`src/rtl/shift_capture_ctrl.sv`:
```
// shift_capture_ctrl: captures WIDTH serial bits (MSB first) into a parallel
// word after a start pulse, then offers the word on a valid/ready handshake.
// A start that arrives while a frame is in flight or waiting is dropped and
// recorded in a sticky overrun flag.
module shift_capture_ctrl #(
    parameter int WIDTH = 5,
    parameter int CNT_W = 3
) (
    input  logic             clk,
    input  logic             rst,
    input  logic             start,
    input  logic             si,
    input  logic             out_ready,
    input  logic             clr_ovr,
    output logic [WIDTH-1:0] data_out,
    output logic             out_valid,
    output logic             busy,
    output logic [CNT_W-1:0] bit_cnt,
    output logic             overrun
);

    typedef enum logic [1:0] {
        IDLE  = 2'd0,
        SHIFT = 2'd1,
        HOLD  = 2'd2
    } state_e;

    localparam logic [CNT_W-1:0] LAST_BIT = CNT_W'(WIDTH - 1);

    state_e           state_q, state_d;
    logic [WIDTH-1:0] sr_q, sr_d;
    logic [WIDTH-1:0] data_q, data_d;
    logic [CNT_W-1:0] cnt_q, cnt_d;
    logic             valid_q, valid_d;
    logic             busy_q, busy_d;
    logic             ovr_q, ovr_d;
    logic             ovr_set;
    logic [WIDTH-1:0] sr_shifted;

    assign sr_shifted = {sr_q[WIDTH-2:0], si};

    // Next-state logic: sequence IDLE -> SHIFT -> HOLD and track overrun.
    always_comb begin
        // NOTE: every signal gets a default first so no path leaves it
        // unassigned; otherwise synthesis infers a latch to hold the old value.
        state_d = state_q;
        sr_d    = sr_q;
        data_d  = data_q;
        cnt_d   = cnt_q;
        valid_d = valid_q;
        ovr_set = 1'b0;

        unique case (state_q)
            IDLE: begin
                if (start) begin
                    state_d = SHIFT;
                    sr_d    = '0;
                    cnt_d   = '0;
                end
            end
            SHIFT: begin
                ovr_set = start;
                sr_d    = sr_shifted;
                cnt_d   = cnt_q + CNT_W'(1);
                if (cnt_q == LAST_BIT) begin
                    data_d  = sr_shifted;
                    valid_d = 1'b1;
                    state_d = HOLD;
                end
            end
            HOLD: begin
                if (out_ready) begin
                    // Transfer; a simultaneous start chains straight into the
                    // next frame without an idle cycle and is not an overrun.
                    valid_d = 1'b0;
                    cnt_d   = '0;
                    if (start) begin
                        state_d = SHIFT;
                        sr_d    = '0;
                    end else begin
                        state_d = IDLE;
                    end
                end else begin
                    ovr_set = start;
                end
            end
            default: state_d = IDLE;
        endcase

        // Set beats clear when both happen on the same edge.
        if (ovr_set) begin
            ovr_d = 1'b1;
        end else if (clr_ovr) begin
            ovr_d = 1'b0;
        end else begin
            ovr_d = ovr_q;
        end

        busy_d = (state_d != IDLE);
    end

    // State and registered outputs, cleared immediately on reset.
    always_ff @(posedge clk or posedge rst) begin
        // NOTE: sequential state uses non-blocking assignments so every flop
        // samples pre-edge values; blocking here would create order-dependent
        // simulation and mismatch the synthesised hardware.
        if (rst) begin
            state_q <= IDLE;
            sr_q    <= '0;
            data_q  <= '0;
            cnt_q   <= '0;
            valid_q <= 1'b0;
            busy_q  <= 1'b0;
            ovr_q   <= 1'b0;
        end else begin
            state_q <= state_d;
            sr_q    <= sr_d;
            data_q  <= data_d;
            cnt_q   <= cnt_d;
            valid_q <= valid_d;
            busy_q  <= busy_d;
            ovr_q   <= ovr_d;
        end
    end

    assign data_out  = data_q;
    assign out_valid = valid_q;
    assign busy      = busy_q;
    assign bit_cnt   = cnt_q;
    assign overrun   = ovr_q;

endmodule

```
`config.mk`:
```
export PLATFORM = sky130hd
export DESIGN_NAME = shift_capture_ctrl
export DESIGN_NICKNAME = d
export VERILOG_FILES = /design/src/rtl/shift_capture_ctrl.sv
export SDC_FILE = /design/constraint.sdc
export NUM_CORES = 1
export LEC_CHECK = 0
export BUFFER_PORTS_ARGS = -buffer_cell sky130_fd_sc_hd__buf_2
export CAP_MARGIN = 15
export CORE_MARGIN = 2
export CORE_UTILIZATION = 47
export CTS_CLUSTER_DIAMETER = 200
export CTS_CLUSTER_SIZE = 25
export DETAILED_ROUTE_END_ITERATION = 6
export PLACE_DENSITY = 0.77
export SLEW_MARGIN = 0
export SYNTH_ARGS = -nofsm -noshare
export SYNTH_HDL_FRONTEND = slang
export SYNTH_SLANG_ARGS = --single-unit
```
`constraint.sdc`:
```
create_clock -name clk -period 1.65 [get_ports clk]
set_input_delay 0.165 -clock clk [delete_from_list [all_inputs] [get_ports clk]]
set_output_delay 0.165 -clock clk [all_outputs]
set_load 0.005 [all_outputs]
```
==> flow_metrics.tcl, run 1 <==
set metrics [dict create \
    status "completed" \
    arrival_ps 1760 \
    setup-violations-final 0 \
    ys_async_sr_fraction_pct 100 \
    cp-end-kind "flop" \
    route.detailed.drc 0 \
    n_antenna_cell 0 \
    rsz0062_at_grt "no" \
    crit_required_ps 1830 \
    max_cap_viol_count 0 \
    whs_ps 54.9 \
    synth.avg_cell_area_um2 10.3 \
    ir_drop_v 0.000905 \
    total_power_uw 1580 \
    yosysWarnings 0 \
    dp_hpwl_um 1220 \
    drt_iter0_drc 8 \
    final_cell_mix "16 x dfrtp_1, 16 x buf_2, 11 x nand2_1, 11 x inv_1, 8 x o21ai_0" \
    worst_slew_pin_slew_ps 631 \
    period_share_pct 95.7 \
    fin_crit_ps 1580 \
    relSlewSlack_pct 57.9 \
    finClkSkew_ps 0.964 \
    drt.antenna.violating_nets 0 \
    layout_setup_ws_ps 71.6 \
    p_clk_share_pct 13.8 \
    path_class "reg2reg" \
    grtUsageTotal_pct 17.9 \
    regToRegSetupSlack_ps 70 \
    cts_buffers 3 \
    grt_pass1_wl_um 2740 \
    synth_area_leaders "dfrtp_1 50%, ha_1 8.7%, mux2i_1 7.0%" \
    max_clock_freq_mhz 634 \
    placed_cells 127 \
    fin_tns_setup_ps 0 \
    ys.flop_type "dfrtp_1" \
    viasPerCell 4.98 \
    seqPwrFrac_pct 42.3 \
    dr.pass1.iters 4 \
    hp-start "clr_ovr" \
    vias 657 \
    wirelength_um 1560 \
    powerDensity_mw_per_mm2 1520 \
    grt_pass1_vias 654 \
    pre_cts_slack_ps 62.2 \
    portBuffers 16 \
    clk_latency_ps 280 \
    worstSetupStartpoint "state_q[0]" \
    crit_fanout 7 \
    synth_edf_count 0 \
    syn2layout_area_growth_pct 21.4 \
    synth_nets 95 \
    grt_overflow 0 \
    p_leak_uw 0.000517 \
    p_int_uw 1010 \
    p_switching_uw 574 \
    p_comb_share_pct 43.9 \
    io_pins 17 \
    hold_path.class "in2reg" \
    fin_nets 120 \
    clock-root-buffer "clkbuf_4" \
    grt_antenna_before_repair 0 \
    coreArea_mm2 0.00173 \
    die_w_um 46.7 \
    slew_viol_final 0 \
    grt_max_degree 18 \
    crit_path_end "bit_cnt[0]" \
    ys_ff_latch 17 \
    synth_top_area_share_pct 49.6 \
    wl_per_cell_um 11.8 \
    switching_share_pct 36.3 \
    start_util_pct 49.7 \
    timing.rr.end "bit_cnt[0]" \
    netlist_instances 83 \
    fp-row-count 15 \
    cts_tree "built" \
    reg2reg_depth 5 \
    synth_area_leader_cell "dfrtp_1" \
    synth.distinct_cells 24 \
    syn-cell-area_um2 858 \
    startpoint_type "flop" \
    drive_above_1_share_pct 30.8 \
    dieArea_mm2 0.00218 \
    finalNonFillerCells 132 \
    routabilityCongestion 0.798 \
    die_h_um 46.7 \
    clockBufferDepth 2 \
    ys_seq_area_share_pct 49.6 \
    timing.rr.start "state_q[0]" \
    finalHoldViolCount 0 \
    cts.sink_count 17 \
    clk_pin_slew_ps 100 \
    htree_levels 1 \
]
[flip-flops by register name (all words and copies together) (netlist names)]
name / count
data_out: 5
sr_q: 4
overrun: 1
state_q: 2
busy: 1
bit_cnt: 3
out_valid: 1
[logic make-up after synthesis]
kind of cell	Yosys count	share of synthesized area [%]
simple gates	21	12.4
compound gates	18	13.8
flops	17	49.6
buf+inv	13	5.83
mux	8	9.62
fa+ha+maj	6	8.75
[cells in the mapped netlist, types with 2 or more instances]
cell	n
mux2i_1	6
dfrtp_1	17
inv_1	12
nand2_1	11
ha_1	6
mux2_2	2
a21oi_1	3
nor2b_1	2
o21ai_0	8
nor2_1	2
[power groups by stage]
| stage | clock network, µW | registers, µW | logic (µW) |
|---|---|---|---|
| after floorplan | 0 | 682 | 414 |
| after global placement | 0 | 666 | 668 |
| after detailed placement | 0 | 675 | 684 |
| after CTS | 227 | 667 | 690 |
| after global routing | 251 | 690 | 791 |
| final | 219 | 667 | 693 |
[cell type report]
cell class | instances | area (µm²)
fill | 156 | 684
sequential | 17 | 427
multi-input combinational | 53 | 392
timing repair buffer | 21 | 120
inverter | 12 | 45.0
tap | 25 | 31.3
clock buffer | 3 | 22.5
clock inverter | 1 | 5.00
[repair_timing]
item	4_1_cts	5_1_grt
hold endpoints to repair	17	0
hold buffers	1	0
resized for setup	0	4
endpoints found under the setup margin	0	2
buffers inserted	0	0
[critical path: stages (launching register included)]
cell	delay [ps]
dfrtp_1	440
inv_2	70
ha_1	220
nor2b_4	150
or3_1	340
mux2_2	260
[per-layer routing]
metal	up-vias	global-route usage (%)	part of all wire [%]	routed length [µm]
li1	330	-	-	-
met5	-	0	0	0
met2	11	27.5	48	739
met1	314	25.1	48	754
met3	2	3.46	2.6	41
met4	0	7.22	1.2	19
[worst min-delay path by stage]
stage	to	cells after the start
floorplan	bit_cnt[0]	1
global placement	bit_cnt[1]	2
detailed placement	bit_cnt[1]	2
CTS	overrun	2
global route	overrun	2
finish	overrun	2
[through the flow]
step / instance area [µm²] / utilization, %
final: 1040 / 60.4
after global routing: 1040 / 60.4
after CTS: 1030 / 59.8
after detailed placement: 995 / 57.6
after global placement: 995 / 57.6
after floorplan: 858 / -
Power figures use the tool's default switching activity.
==> run 2: changes to the inputs <==
--- a/config.mk
+++ b/config.mk
@@ -13,6 +13,7 @@
 export CTS_CLUSTER_SIZE = 25
 export DETAILED_ROUTE_END_ITERATION = 6
 export PLACE_DENSITY = 0.77
+export RECOVER_POWER = 25
 export SLEW_MARGIN = 0
 export SYNTH_ARGS = -nofsm -noshare
 export SYNTH_HDL_FRONTEND = slang
==> flow_metrics.tcl, run 2 (synthesis gave the netlist of run 1 again) <==
set metrics [dict create \
    ir_drop_v 0.000904 \
    drt.antenna.violating_nets 0 \
    vias 653 \
    grt_overflow 0 \
    clockBufferDepth 2 \
    portBuffers 16 \
    crit_fanout 7 \
    wirelength_um 1560 \
    seqPwrFrac_pct 42.6 \
    htree_levels 1 \
    dr.pass1.iters 5 \
    routabilityCongestion 0.798 \
    path_class "reg2reg" \
    dp_hpwl_um 1220 \
    clk_latency_ps 280 \
    fillers 156 \
    setup-violations-final 0 \
    grt.met2_usage_pct 27.5 \
    grt_max_degree 18 \
    use_met1_pct 25.1 \
    reg2reg_depth 5 \
    worst_slew_pin_slew_ps 629 \
    period_share_pct 95.6 \
    use_met3_pct 3.46 \
    max_cap_viol_count 0 \
    design_area_mm2 0.00104 \
    largest_reg_flops 5 \
    fp-row-count 15 \
    p_comb_share_pct 43.5 \
    cts_buffers 3 \
    rsz0062_at_grt "no" \
    cp-end-kind "flop" \
    syn2layout_area_growth_pct 21.0 \
    coreArea_mm2 0.00173 \
    wl_per_cell_um 11.8 \
    max_clock_freq_mhz 634 \
    p_int_uw 997 \
    relSlewSlack_pct 58.0 \
    multi_input_area_um2 392 \
    grt_pass1_wl_um 2740 \
    cts_tree "built" \
    layout_commonest_cell "dfrtp_1" \
    p_leak_uw 0.000506 \
    start_util_pct 49.7 \
    route.detailed.drc 0 \
    die_h_um 46.7 \
    cts.sink_count 17 \
    clock-root-buffer "clkbuf_4" \
    regArea_um2 427 \
    viasPerCell 4.95 \
    post_dp_cell_area_um2 995 \
    p_clk_share_pct 13.9 \
    fin_tns_setup_ps 0 \
    hold_path.class "in2reg" \
    p_switching_uw 574 \
    grtUsageTotal_pct 17.9 \
    status "completed" \
    powerDensity_mw_per_mm2 1510 \
    cts_setup_buffers 0 \
    finalHoldViolCount 0 \
    startpoint_type "flop" \
    busiest_layer "met2" \
    clk_pin_slew_ps 100 \
    slew_viol_final 0 \
    drt_iter0_drc 8 \
    fin_nets 120 \
    grt_antenna_before_repair 0 \
    dieArea_mm2 0.00218 \
    arrival_ps 1750 \
    switching_share_pct 36.6 \
    n_antenna_cell 0 \
    io_pins 17 \
    holdPathStages 2 \
    finClkSkew_ps 1.48 \
    drive_above_1_share_pct 28.0 \
    grt_pass1_vias 654 \
    crit_required_ps 1830 \
    final_cell_mix "16 x dfrtp_1, 13 x buf_2, 11 x nand2_1, 11 x inv_1, 8 x o21ai_0" \
    die_w_um 46.7 \
    fin_crit_ps 1580 \
]
run 2: final timing paths:
kind | slack (ps) | start | to
max | 70 | state_q[0] | bit_cnt[0]
max in group asynchronous | 710 | rst | state_q[1]
min reg2reg | 490 | data_out[2] | data_out[2]
min in group asynchronous | 500 | rst | bit_cnt[1]
min | 50 | clr_ovr | overrun
max reg2reg | 70 | state_q[0] | bit_cnt[0]
run 2: metrics by stage:
| stage | total power, µW | hold slack, ps | std cells | setup slack [ps] | util [%] |
|---|---|---|---|---|---|
| 3_5_place_dp | 1360 | 288 | 127 | 62.2 | 57.6 |
| 2_1_floorplan | 1100 | 91.1 | 83 | 78.8 | - |
| 6_report | 1570 | 54.9 | 132 | 71.8 | 60.1 |
| 4_1_cts | 1580 | 56.6 | 132 | 40.1 | 59.8 |
| 5_1_grt | 1720 | 45.3 | 132 | 17.7 | 60.1 |
| 3_3_place_gp | 1330 | 283 | 127 | 142 | 57.6 |
run 2: cell type report:
class / count / area share, %
flip-flops and latches: 17 / 41.1
multi-input cells: 53 / 37.7
repair buffers: 21 / 11.2
inverters: 12 / 4.34
well taps: 25 / 3.01
clock buffers: 3 / 2.17
clock inverters: 1 / 0.482
run 2: routing by layer:
metal | vias to the layer above | share of wire [%]
met4 | 0 | 1.2
met2 | 9 | 47
met5 | - | 0
li1 | 330 | -
met3 | 2 | 2.5
met1 | 312 | 49
run 2: power groups by stage:
stage	clock network [µW]	registers, µW	logic [µW]
after global routing	251	692	782
final	218	669	684
after global placement	0	666	668
after CTS	227	667	690
after floorplan	0	682	414
after detailed placement	0	675	684
run 2: critical path, stage by stage, from the launching register on:
cell     delay (ps)
dfrtp_1         440
inv_2            70
ha_1            220
nor2b_4         150
or3_1           340
mux2_2          260
run 2: repair_timing:
item                                    CTS  global route
endpoints found under the hold margin    17             0
hold buffers                              1             0
endpoints found under the setup margin    0             2
gates resized for setup                   0             4
